`src/rtl/cpu_pkg.sv`:
```
// Shared widths, the hard-wired zero register and the writeback source tag.
package cpu_pkg;

  localparam int unsigned DATA_W = 32;
  localparam int unsigned ADDR_W = 5;
  localparam logic [ADDR_W-1:0] ZERO_REG = '0;

  typedef enum logic [1:0] {
    SRC_NONE,
    SRC_PRI,
    SRC_SEC
  } src_e;

endpackage

```
`src/rtl/wb_fifo.sv`:
```
// Small synchronous FIFO buffering secondary writeback requests.
module wb_fifo #(
  parameter int unsigned WIDTH = 37,
  parameter int unsigned DEPTH = 2
) (
  input  logic             clk,
  input  logic             rst,
  input  logic             push,
  input  logic             pop,
  input  logic [WIDTH-1:0] wdata,
  output logic             full_c,
  output logic             empty_c,
  output logic [WIDTH-1:0] head_c
);

  localparam int unsigned PTR_W = $clog2(DEPTH);

  logic [WIDTH-1:0] mem [DEPTH];
  logic [PTR_W:0]   wr_ptr;
  logic [PTR_W:0]   rd_ptr;

  // Extra pointer bit distinguishes full from empty.
  assign empty_c = (wr_ptr == rd_ptr);
  assign full_c  = (wr_ptr[PTR_W] != rd_ptr[PTR_W]) &&
                   (wr_ptr[PTR_W-1:0] == rd_ptr[PTR_W-1:0]);
  assign head_c  = mem[rd_ptr[PTR_W-1:0]];

  always_ff @(posedge clk or posedge rst) begin
    if (rst) begin
      wr_ptr <= '0;
      rd_ptr <= '0;
    end else begin
      if (push) wr_ptr <= wr_ptr + (PTR_W+1)'(1);
      if (pop)  rd_ptr <= rd_ptr + (PTR_W+1)'(1);
    end
  end

  always_ff @(posedge clk) begin
    if (push) mem[wr_ptr[PTR_W-1:0]] <= wdata;
  end

endmodule

```
`src/rtl/regfile_wb_arbiter.sv`:
```
// Register-file write port arbiter: primary writeback, buffered secondary
// producer, pending-write scoreboard and anti-starvation hold.
module regfile_wb_arbiter #(
  parameter int unsigned DATA_W       = cpu_pkg::DATA_W,
  parameter int unsigned ADDR_W       = cpu_pkg::ADDR_W,
  parameter int unsigned FIFO_DEPTH   = 2,
  parameter int unsigned STARVE_LIMIT = 4
) (
  input  logic              clk,
  input  logic              rst,
  input  logic              p_we,
  input  logic [ADDR_W-1:0] p_addr,
  input  logic [DATA_W-1:0] p_data,
  output logic              p_hold,
  input  logic              s_valid,
  input  logic [ADDR_W-1:0] s_addr,
  input  logic [DATA_W-1:0] s_data,
  output logic              s_ready,
  input  logic              iss_valid,
  input  logic [ADDR_W-1:0] iss_addr,
  output logic              iss_stall,
  input  logic [ADDR_W-1:0] regaAddr,
  input  logic [ADDR_W-1:0] regbAddr,
  input  logic              regaRd,
  input  logic              regbRd,
  output logic              rd_stall,
  output logic              we,
  output logic [ADDR_W-1:0] wAddr,
  output logic [DATA_W-1:0] wData
);

  import cpu_pkg::*;

  localparam int unsigned NREG   = 2**ADDR_W;
  localparam int unsigned ENT_W  = ADDR_W + DATA_W;
  localparam int unsigned OCNT_W = $clog2(FIFO_DEPTH + 1);
  localparam int unsigned SCNT_W = $clog2(STARVE_LIMIT + 1);

  logic              fifo_full;
  logic              fifo_empty;
  logic [ENT_W-1:0]  fifo_head;
  logic              push;
  logic              pop;
  logic [ADDR_W-1:0] head_addr;
  logic [DATA_W-1:0] head_data;

  logic [NREG-1:0]   pending;
  logic [OCNT_W-1:0] outstanding;
  logic [SCNT_W-1:0] starve_cnt;
  src_e              src_q;

  logic              we_d;
  logic [ADDR_W-1:0] waddr_d;
  logic [DATA_W-1:0] wdata_d;
  src_e              src_d;
  logic              sb_set;
  logic              sb_clr;
  logic              starve_inc;
  logic              hold_d;

  assign head_addr = fifo_head[DATA_W +: ADDR_W];
  assign head_data = fifo_head[DATA_W-1:0];
  assign s_ready   = !fifo_full;
  assign push      = s_valid && s_ready;
  assign pop       = !p_we && !fifo_empty;

  wb_fifo #(
    .WIDTH (ENT_W),
    .DEPTH (FIFO_DEPTH)
  ) u_fifo (
    .clk     (clk),
    .rst     (rst),
    .push    (push),
    .pop     (pop),
    .wdata   ({s_addr, s_data}),
    .full_c  (fifo_full),
    .empty_c (fifo_empty),
    .head_c  (fifo_head)
  );

  assign iss_stall = iss_valid &&
                     (pending[iss_addr] || (outstanding >= OCNT_W'(FIFO_DEPTH)));
  assign rd_stall  = (regaRd && pending[regaAddr]) || (regbRd && pending[regbAddr]);

  // Arbitration, scoreboard update and starvation detection.
  always_comb begin
    we_d    = 1'b0;
    waddr_d = wAddr;
    wdata_d = wData;
    src_d   = SRC_NONE;
    if (p_we) begin
      waddr_d = p_addr;
      wdata_d = p_data;
      if (p_addr != ADDR_W'(ZERO_REG)) begin
        we_d  = 1'b1;
        src_d = SRC_PRI;
      end
    end else if (!fifo_empty) begin
      waddr_d = head_addr;
      wdata_d = head_data;
      if (head_addr != ADDR_W'(ZERO_REG)) begin
        we_d  = 1'b1;
        src_d = SRC_SEC;
      end
    end
    sb_set     = iss_valid && !iss_stall && (iss_addr != ADDR_W'(ZERO_REG));
    // Clear lands on the edge the register file captures the secondary data.
    sb_clr     = we && (src_q == SRC_SEC) && pending[wAddr];
    starve_inc = !fifo_empty && p_we;
    hold_d     = starve_inc && (starve_cnt >= SCNT_W'(STARVE_LIMIT - 1));
  end

  always_ff @(posedge clk or posedge rst) begin
    if (rst) begin
      we     <= 1'b0;
      wAddr  <= '0;
      wData  <= '0;
      src_q  <= SRC_NONE;
      p_hold <= 1'b0;
    end else begin
      we     <= we_d;
      wAddr  <= waddr_d;
      wData  <= wdata_d;
      src_q  <= src_d;
      p_hold <= hold_d;
    end
  end

  // Set and clear never target the same bit: set requires the bit clear.
  always_ff @(posedge clk or posedge rst) begin
    if (rst) begin
      pending     <= '0;
      outstanding <= '0;
    end else begin
      if (sb_clr) pending[wAddr]    <= 1'b0;
      if (sb_set) pending[iss_addr] <= 1'b1;
      outstanding <= outstanding + OCNT_W'(sb_set) - OCNT_W'(sb_clr);
    end
  end

  always_ff @(posedge clk or posedge rst) begin
    if (rst) begin
      starve_cnt <= '0;
    end else if (pop || fifo_empty) begin
      starve_cnt <= '0;
    end else if (starve_cnt != SCNT_W'(STARVE_LIMIT)) begin
      starve_cnt <= starve_cnt + SCNT_W'(1);
    end
  end

  a_no_waw: assert property (@(posedge clk) disable iff (rst)
    !(p_we && (p_addr != ADDR_W'(ZERO_REG)) && pending[p_addr]));

endmodule

```
`config.mk`:
```
export PLATFORM = sky130hd
export DESIGN_NAME = regfile_wb_arbiter
export DESIGN_NICKNAME = d
export VERILOG_FILES = /design/src/rtl/cpu_pkg.sv /design/src/rtl/wb_fifo.sv /design/src/rtl/regfile_wb_arbiter.sv
export SDC_FILE = /design/constraint.sdc
export NUM_CORES = 1
export LEC_CHECK = 0
export BUFFER_PORTS_ARGS = -buffer_cell sky130_fd_sc_hd__buf_2
export CAP_MARGIN = 0
export CORE_MARGIN = 2
export CORE_UTILIZATION = 56
export CTS_CLUSTER_DIAMETER = 50
export CTS_CLUSTER_SIZE = 25
export DETAILED_ROUTE_END_ITERATION = 16
export PLACE_DENSITY = 0.87
export RECOVER_POWER = 100
export SETUP_SLACK_MARGIN = 0.5
export SLEW_MARGIN = 20
export SYNTH_ARGS = -nofsm -noshare
export SYNTH_HDL_FRONTEND = slang
export SYNTH_HIERARCHICAL = 1
export SYNTH_SLANG_ARGS = --single-unit
export TNS_END_PERCENT = 100
```
`constraint.sdc`:
```
create_clock -name clk -period 3.78 [get_ports clk]
set_input_delay 0 -clock clk [delete_from_list [all_inputs] [get_ports clk]]
set_output_delay 0 -clock clk [all_outputs]
set_load 0.1 [all_outputs]
```
Yosys cells after proc, flatten, opt, wreduce, memory -nomap -nowiden --
Memories as Yosys holds them, arrays and structs flattened. Index checks and enable logic that the tools add are counted.
Operators by class: add/sub/neg operators 5, magnitude comparators 8, equality and inequality tests 6, mux-type cells 30, bitwise logic cells 3, reductions and logical operators 25
Operator list (count):
- $mux W32 | 4
- $and A32 B32 Y32 | 1
- $not A32 Y32 | 1
- $or A32 B32 Y32 | 1
- $lt A5 B6 Y1 const B | 4
- $bmux W1 S5 | 4
- $reduce_bool A5 Y1 | 3
- $logic_and A1 B1 Y1 | 14
- $mux W1 | 13
- $demux W1 S5 | 2
- $ge A5 B1 Y1 const B | 2
- $mux W5 | 2
- $mux W2 | 3
- $mux W3 | 2
- $add A2 B1 Y2 const B | 2
- $logic_not A1 Y1 | 4
- $add A3 B1 Y3 const B | 1
- $ge A3 B2 Y1 const B | 1
- $logic_or A1 B1 Y1 | 3
- $ne A3 B3 Y1 const B | 1
- $add A2 B1 Y2 | 1
- $eq A2 B2 Y1 | 1
- $eq A2 B2 Y1 const B | 1
- $ge A2 B2 Y1 const B | 1
- other kinds (5) | 5
Storage, ports and cells: bits in registers 82, memory bits (writable) 74, output and inout bits 42, logic and storage cells 88, memories 1
Memory list:
- u_fifo.mem | words 2, bits a word 37, read ports 1, clocked after Yosys merged registers in 0, write ports 1, line wb_fifo.sv:18 | logic [WIDTH-1:0] mem [DEPTH];

Longest topological paths before layout --
depth in word-level cells 9, depth in mapped cells 14, gate-level depth less buffers 11

Cells and area by module --
The synthesis kept the hierarchy.
Modules (own cells, without submodules):
- regfile_wb_arbiter | times used 1, cells each 454, area each 4773.3 um2, seq. area each 1951.9 um2
- wb_fifo | times used 1, cells each 131, area each 2874.0 um2, seq. area each 2322.2 um2

Worst setup path before layout --
No wires, ideal clock.
path kind register to register, from register wAddr[1], to register outstanding[1], library setup time 0.123 ns, arrival 3.478 ns, data required time 3.657 ns, path slack 0.179 ns, stages on the path, launching flop included 14, path buffers 2, period minus slack after synthesis 3.601 ns, cell sequence dfrtp_1 -> buf_2 -> mux4_2 -> nor4b_1 -> a221oi_1 -> o211ai_1 -> clkbuf_1 -> nor2_1 -> nor2_1 -> ha_1 -> inv_1 -> ha_1 -> xnor2_1 -> xnor2_1
Between the ends: longest elaborated chain between the ends 4
RTL lines:
- start: declaration | line regfile_wb_arbiter.sv:28 | output logic [ADDR_W-1:0] wAddr,
- start signal: assignment | line regfile_wb_arbiter.sv:122 | wAddr <= waddr_d;
- $bmux W1 S5 | line regfile_wb_arbiter.sv:108 | sb_clr = we && (src_q == SRC_SEC) && pending[wAddr];
- $mux W1 (implied by the code) | line regfile_wb_arbiter.sv:108
- $logic_and A1 B1 Y1 | line regfile_wb_arbiter.sv:108
- $sub A2 B1 Y2 | line regfile_wb_arbiter.sv:137 | outstanding <= outstanding + OCNT_W'(sb_set) - OCNT_W'(sb_clr);
- end signal: assignment | line regfile_wb_arbiter.sv:137
- end: declaration | line regfile_wb_arbiter.sv:48 | logic [OCNT_W-1:0] outstanding;
Every way passes these cells. The select of a mux whose other input is x is not followed. A chain may end at the register's enable or synchronous reset.

Worst setup path after layout --
from register u_fifo.rd_ptr[0], to register wData[15]
Between the ends: elaborated cells between the ends (all ways) 5, those cells by class 2 x eq/ne; 2 x mux; 1 x memory
RTL lines:
- start: declaration | line wb_fifo.sv:20 | logic [PTR_W:0] rd_ptr;
- start signal: assignment | line wb_fifo.sv:34 | if (pop) rd_ptr <= rd_ptr + (PTR_W+1)'(1);
- $eq A2 B2 Y1 | line wb_fifo.sv:23 | assign empty_c = (wr_ptr == rd_ptr);
- net fifo_empty | line regfile_wb_arbiter.sv:40 | logic fifo_empty;
- $ne A2 B2 Y1 (no source line)
- end signal: assignment | line regfile_wb_arbiter.sv:123 | wData <= wdata_d;
- end: declaration | line regfile_wb_arbiter.sv:29 | output logic [DATA_W-1:0] wData
The timed path passes the listed nets, and every way through them passes these cells. The select of a mux whose other input is x is not followed.

==> flow_metrics.py <==
metrics = {
    "synthesis": {
        "synth.distinct_cells": 52,
        "seq_area_frac_synth": 0.559,
        "synth_cells": 585,
        "synth_fp_nets": 686,
        "yosysWarnings": 6,
        "synth_top_area_share": 0.291,
        "synthTopCellsByArea": "edfxtp_1, dfrtp_1, mux4_2",
        "asyncSetResetFlopFracSynth": 0.526,
        "synth_edf_count": 74,
        "synth_common_cells": "dfrtp_1, edfxtp_1, nand2_1, mux2i_1, o21ai_0",
        "syn_avg_cell_area_sq_um": 13.1,
        "synth_top_area_cell": "edfxtp_1",
        "synth_flop_cell": "dfrtp_1",
        "syn-cell-area_sq_um": 7650,
        "yosysMostFrequentCell": "dfrtp_1",
        "ys_ff_latch": 156,
    },
    "die": {
        "fp.dieW_microns": 121,
        "dieArea_sq_um": 14600,
        "coreArea_sq_um": 13300,
        "num_rows": 42,
        "dieHeight_microns": 121,
        "io_pins": 138,
        "initial_core_util": 0.575,
    },
    "hold_path": {
        "hp-class": "input port to async pin",
    },
    "timing": {
        "fin_skew_ns": 0.0161,
        "hold_viol_final": 0,
        "maxSlewViolCount": 50,
        "rsz0062_at_grt": "false",
        "fin_crit_sh": 0.896,
        "setup_tns_ns": 0,
        "slew_headroom": -0.580,
        "fmax_mhz": 295,
        "worst_slew_pin_slew_ns": 2.36,
        "period_minus_slack_ns": 3.39,
        "setup_viol": 0,
    },
    "outcome": {
        "status": "finished, violations left",
        "violations": "capacitance limit, slew limit",
    },
    "critical_path": {
        "critPathBufInv": 1,
        "r2r_setup_slack_ns": 0.39,
        "crit_fanout": 17,
        "path_delay_family": "simple AND/OR/NAND/NOR gates",
        "cpPeakStageDelay_ns": 1.10,
        "path_cells": "xor2_1, nor2_1, buf_4, mux2i_1, o21ai_0",
        "worstPathArrival_ns": 3.68,
        "cp_slowest_cell": "nor2_1",
        "cp-start-kind": "register",
        "crit_required_ns": 4.07,
        "end_kind": "register",
        "critical_path_class": "register to register",
    },
    "route": {
        "drtIter0Drc": 702,
        "dr.pass1.iters": 6,
        "drcViolationCount": 0,
        "viasPerCell": 6.52,
        "finalWirelength_mm": 24.9,
        "antenna_left": 0,
        "wire_per_inst_microns": 25.3,
        "vias": 6406,
    },
    "power_and_ir_drop": {
        "ir_drop_uv": 857,
        "leakage_nw": 3.79,
        "power.density_nw_per_um2": 936,
        "power_frac_clock": 0.189,
        "power_frac_comb": 0.475,
        "p_int_mw": 4.69,
        "power.switching_mw": 4.39,
        "netSwitchingFraction": 0.484,
        "sequentialPowerShare": 0.336,
    },
    "global_route": {
        "grt_pass1_vias": 6765,
        "antenna_found_initial": 1,
        "grt_max_degree": 50,
        "grt_pass1_wl_mm": 38.6,
        "grt_overflow": 0,
        "track_usage": 0.358,
    },
    "clocking": {
        "clock_latency_ns": 0.44,
        "cts_tree": "built",
        "htree_levels": 4,
        "cts_sinks": 156,
        "clk_pin_slew_ns": 0.07,
        "cts_buffer_depth": 2,
        "root_buffer": "clkbuf_16",
        "numCtsBuffers": 17,
        "post_cts_buffers": 0,
    },
    "layout": {
        "fin_area_sq_um": 9700,
        "n_fill_cell": 830,
        "drive_gt1_frac": 0.219,
        "area_delta_synth_final_pct": 26.8,
        "register_area_sq_um": 4280,
        "finish.net_count": 893,
        "multi_input_area_sq_um": 3110,
    },
    "placement": {
        "place.gp.congestion": 0.937,
        "hpwl_mm": 13.6,
        "io_buffers": 137,
        "place_area_sq_um": 8470,
    },
    "flow_run": {
        "maxCapViolCount": 1,
    },
}
## cell type report
class / count / area share
flip-flops and latches: 156 / 0.441
multi-input cells: 374 / 0.321
repair buffers: 229 / 0.150
clock buffers: 18 / 0.0442
well taps: 176 / 0.0227
clock inverters: 14 / 0.0150
inverters: 14 / 0.00555
diodes: 1 / 0.000258
## cell usage in the layout, fill, tap and decap left out, types with 4 or more instances in the layout
master	netlist	final
a22o_1	13	13
nand2_1	53	53
dfrtp_1	82	80
clkbuf_1	23	84
o21ai_0	50	50
ha_1	5	5
o31ai_1	6	6
nor2_1	18	18
dlygate4sd3_1	0	79
inv_1	14	13
clkbuf_16	0	17
mux2i_1	51	51
nor2b_1	6	5
a22o_2	4	4
xnor2_1	4	4
nand2b_1	8	8
edfxtp_1	74	74
nor3_1	6	7
mux4_2	24	24
nand3_1	19	19
xor2_1	4	5
a32o_1	6	6
nand4_1	10	10
buf_2	6	57
and3b_1	4	4
nor3b_1	4	4
inv_6	0	7
mux2_2	41	41
buf_4	2	8
## path summary, 6_finish.rpt
kind / startpoint / to / cells after the start
setup / recovery: u_fifo/rd_ptr[0]$_DFFE_PP0P_ / wData[15]$_DFFE_PP0P_ / 5
hold / removal: rst / u_fifo/wr_ptr[1]$_DFFE_PP0P_ / 3
setup reg to reg: u_fifo/rd_ptr[0]$_DFFE_PP0P_ / wData[15]$_DFFE_PP0P_ / 5
hold reg to reg: outstanding[0]$_DFF_PP0_ / outstanding[0]$_DFF_PP0_ / 1
max in group asynchronous: rst / pending[30]$_DFF_PP0_ / 4
min in group clk: s_valid / u_fifo/wr_ptr[0]$_DFFE_PP0P_ / 3
## power by group through the flow
stage                     registers [mW]  clock network, mW  logic (mW)
after floorplan                     4.05                  0        2.15
after global placement              2.96                  0        4.05
after detailed placement            3.00                  0        4.13
after CTS                           2.98               1.68        4.23
after global routing                3.10               1.77        4.49
final                               3.05               1.72        4.31
## stage by stage
step                total power, mW  cells  hold slack (ns)  setup WS (ns)   util
floorplan                      6.20    585           -0.234          0.534      -
global placement               7.01    870          -0.0844          0.796  0.637
detailed placement             7.13    870          -0.0828          0.710  0.637
CTS                            8.90    981          0.00939          0.647  0.739
global route                   9.37    982           0.0482          0.259  0.730
finish                         9.08    982           0.0375          0.394  0.730
## state kept, by name, indices dropped and copies added, names as in the netlist, 3 cells and up
name	count
u_fifo/mem	74
pending	32
wData	32
wAddr	5
starve_cnt	3
## worst reg2reg max path, cell delays in order, from the launching register on
cell and delay, ns:
dfrtp_1 0.87, xor2_1 0.24, nor2_1 1.10, buf_4 0.49, mux2i_1 0.38, o21ai_0 0.18
## layer usage
| metal | vias up | global-route usage | wire length (microns) |
|---|---|---|---|
| met5 | - | 0 | 0 |
| met4 | 0 | 0.203 | 1460 |
| met3 | 131 | 0.0874 | 2480 |
| met2 | 506 | 0.593 | 12400 |
| met1 | 3146 | 0.428 | 8570 |
| li1 | 2623 | - | - |
## repair_timing
action	CTS	global route
endpoints found under the hold margin	167	0
setup endpoints to repair	0	2
hold buffers	79	0
resized for setup	0	3
## logic make-up after synthesis
kind of cell / share of synthesized area
AOI/OAI and AO/OA: 0.0864
xor gates and xnor gates: 0.0113
adders and majority gates: 0.00818
buffers and inverters: 0.0339
DFF: 0.559
muxes: 0.208
and+or+nand+nor: 0.0933
Power figures use the tool's default switching activity.
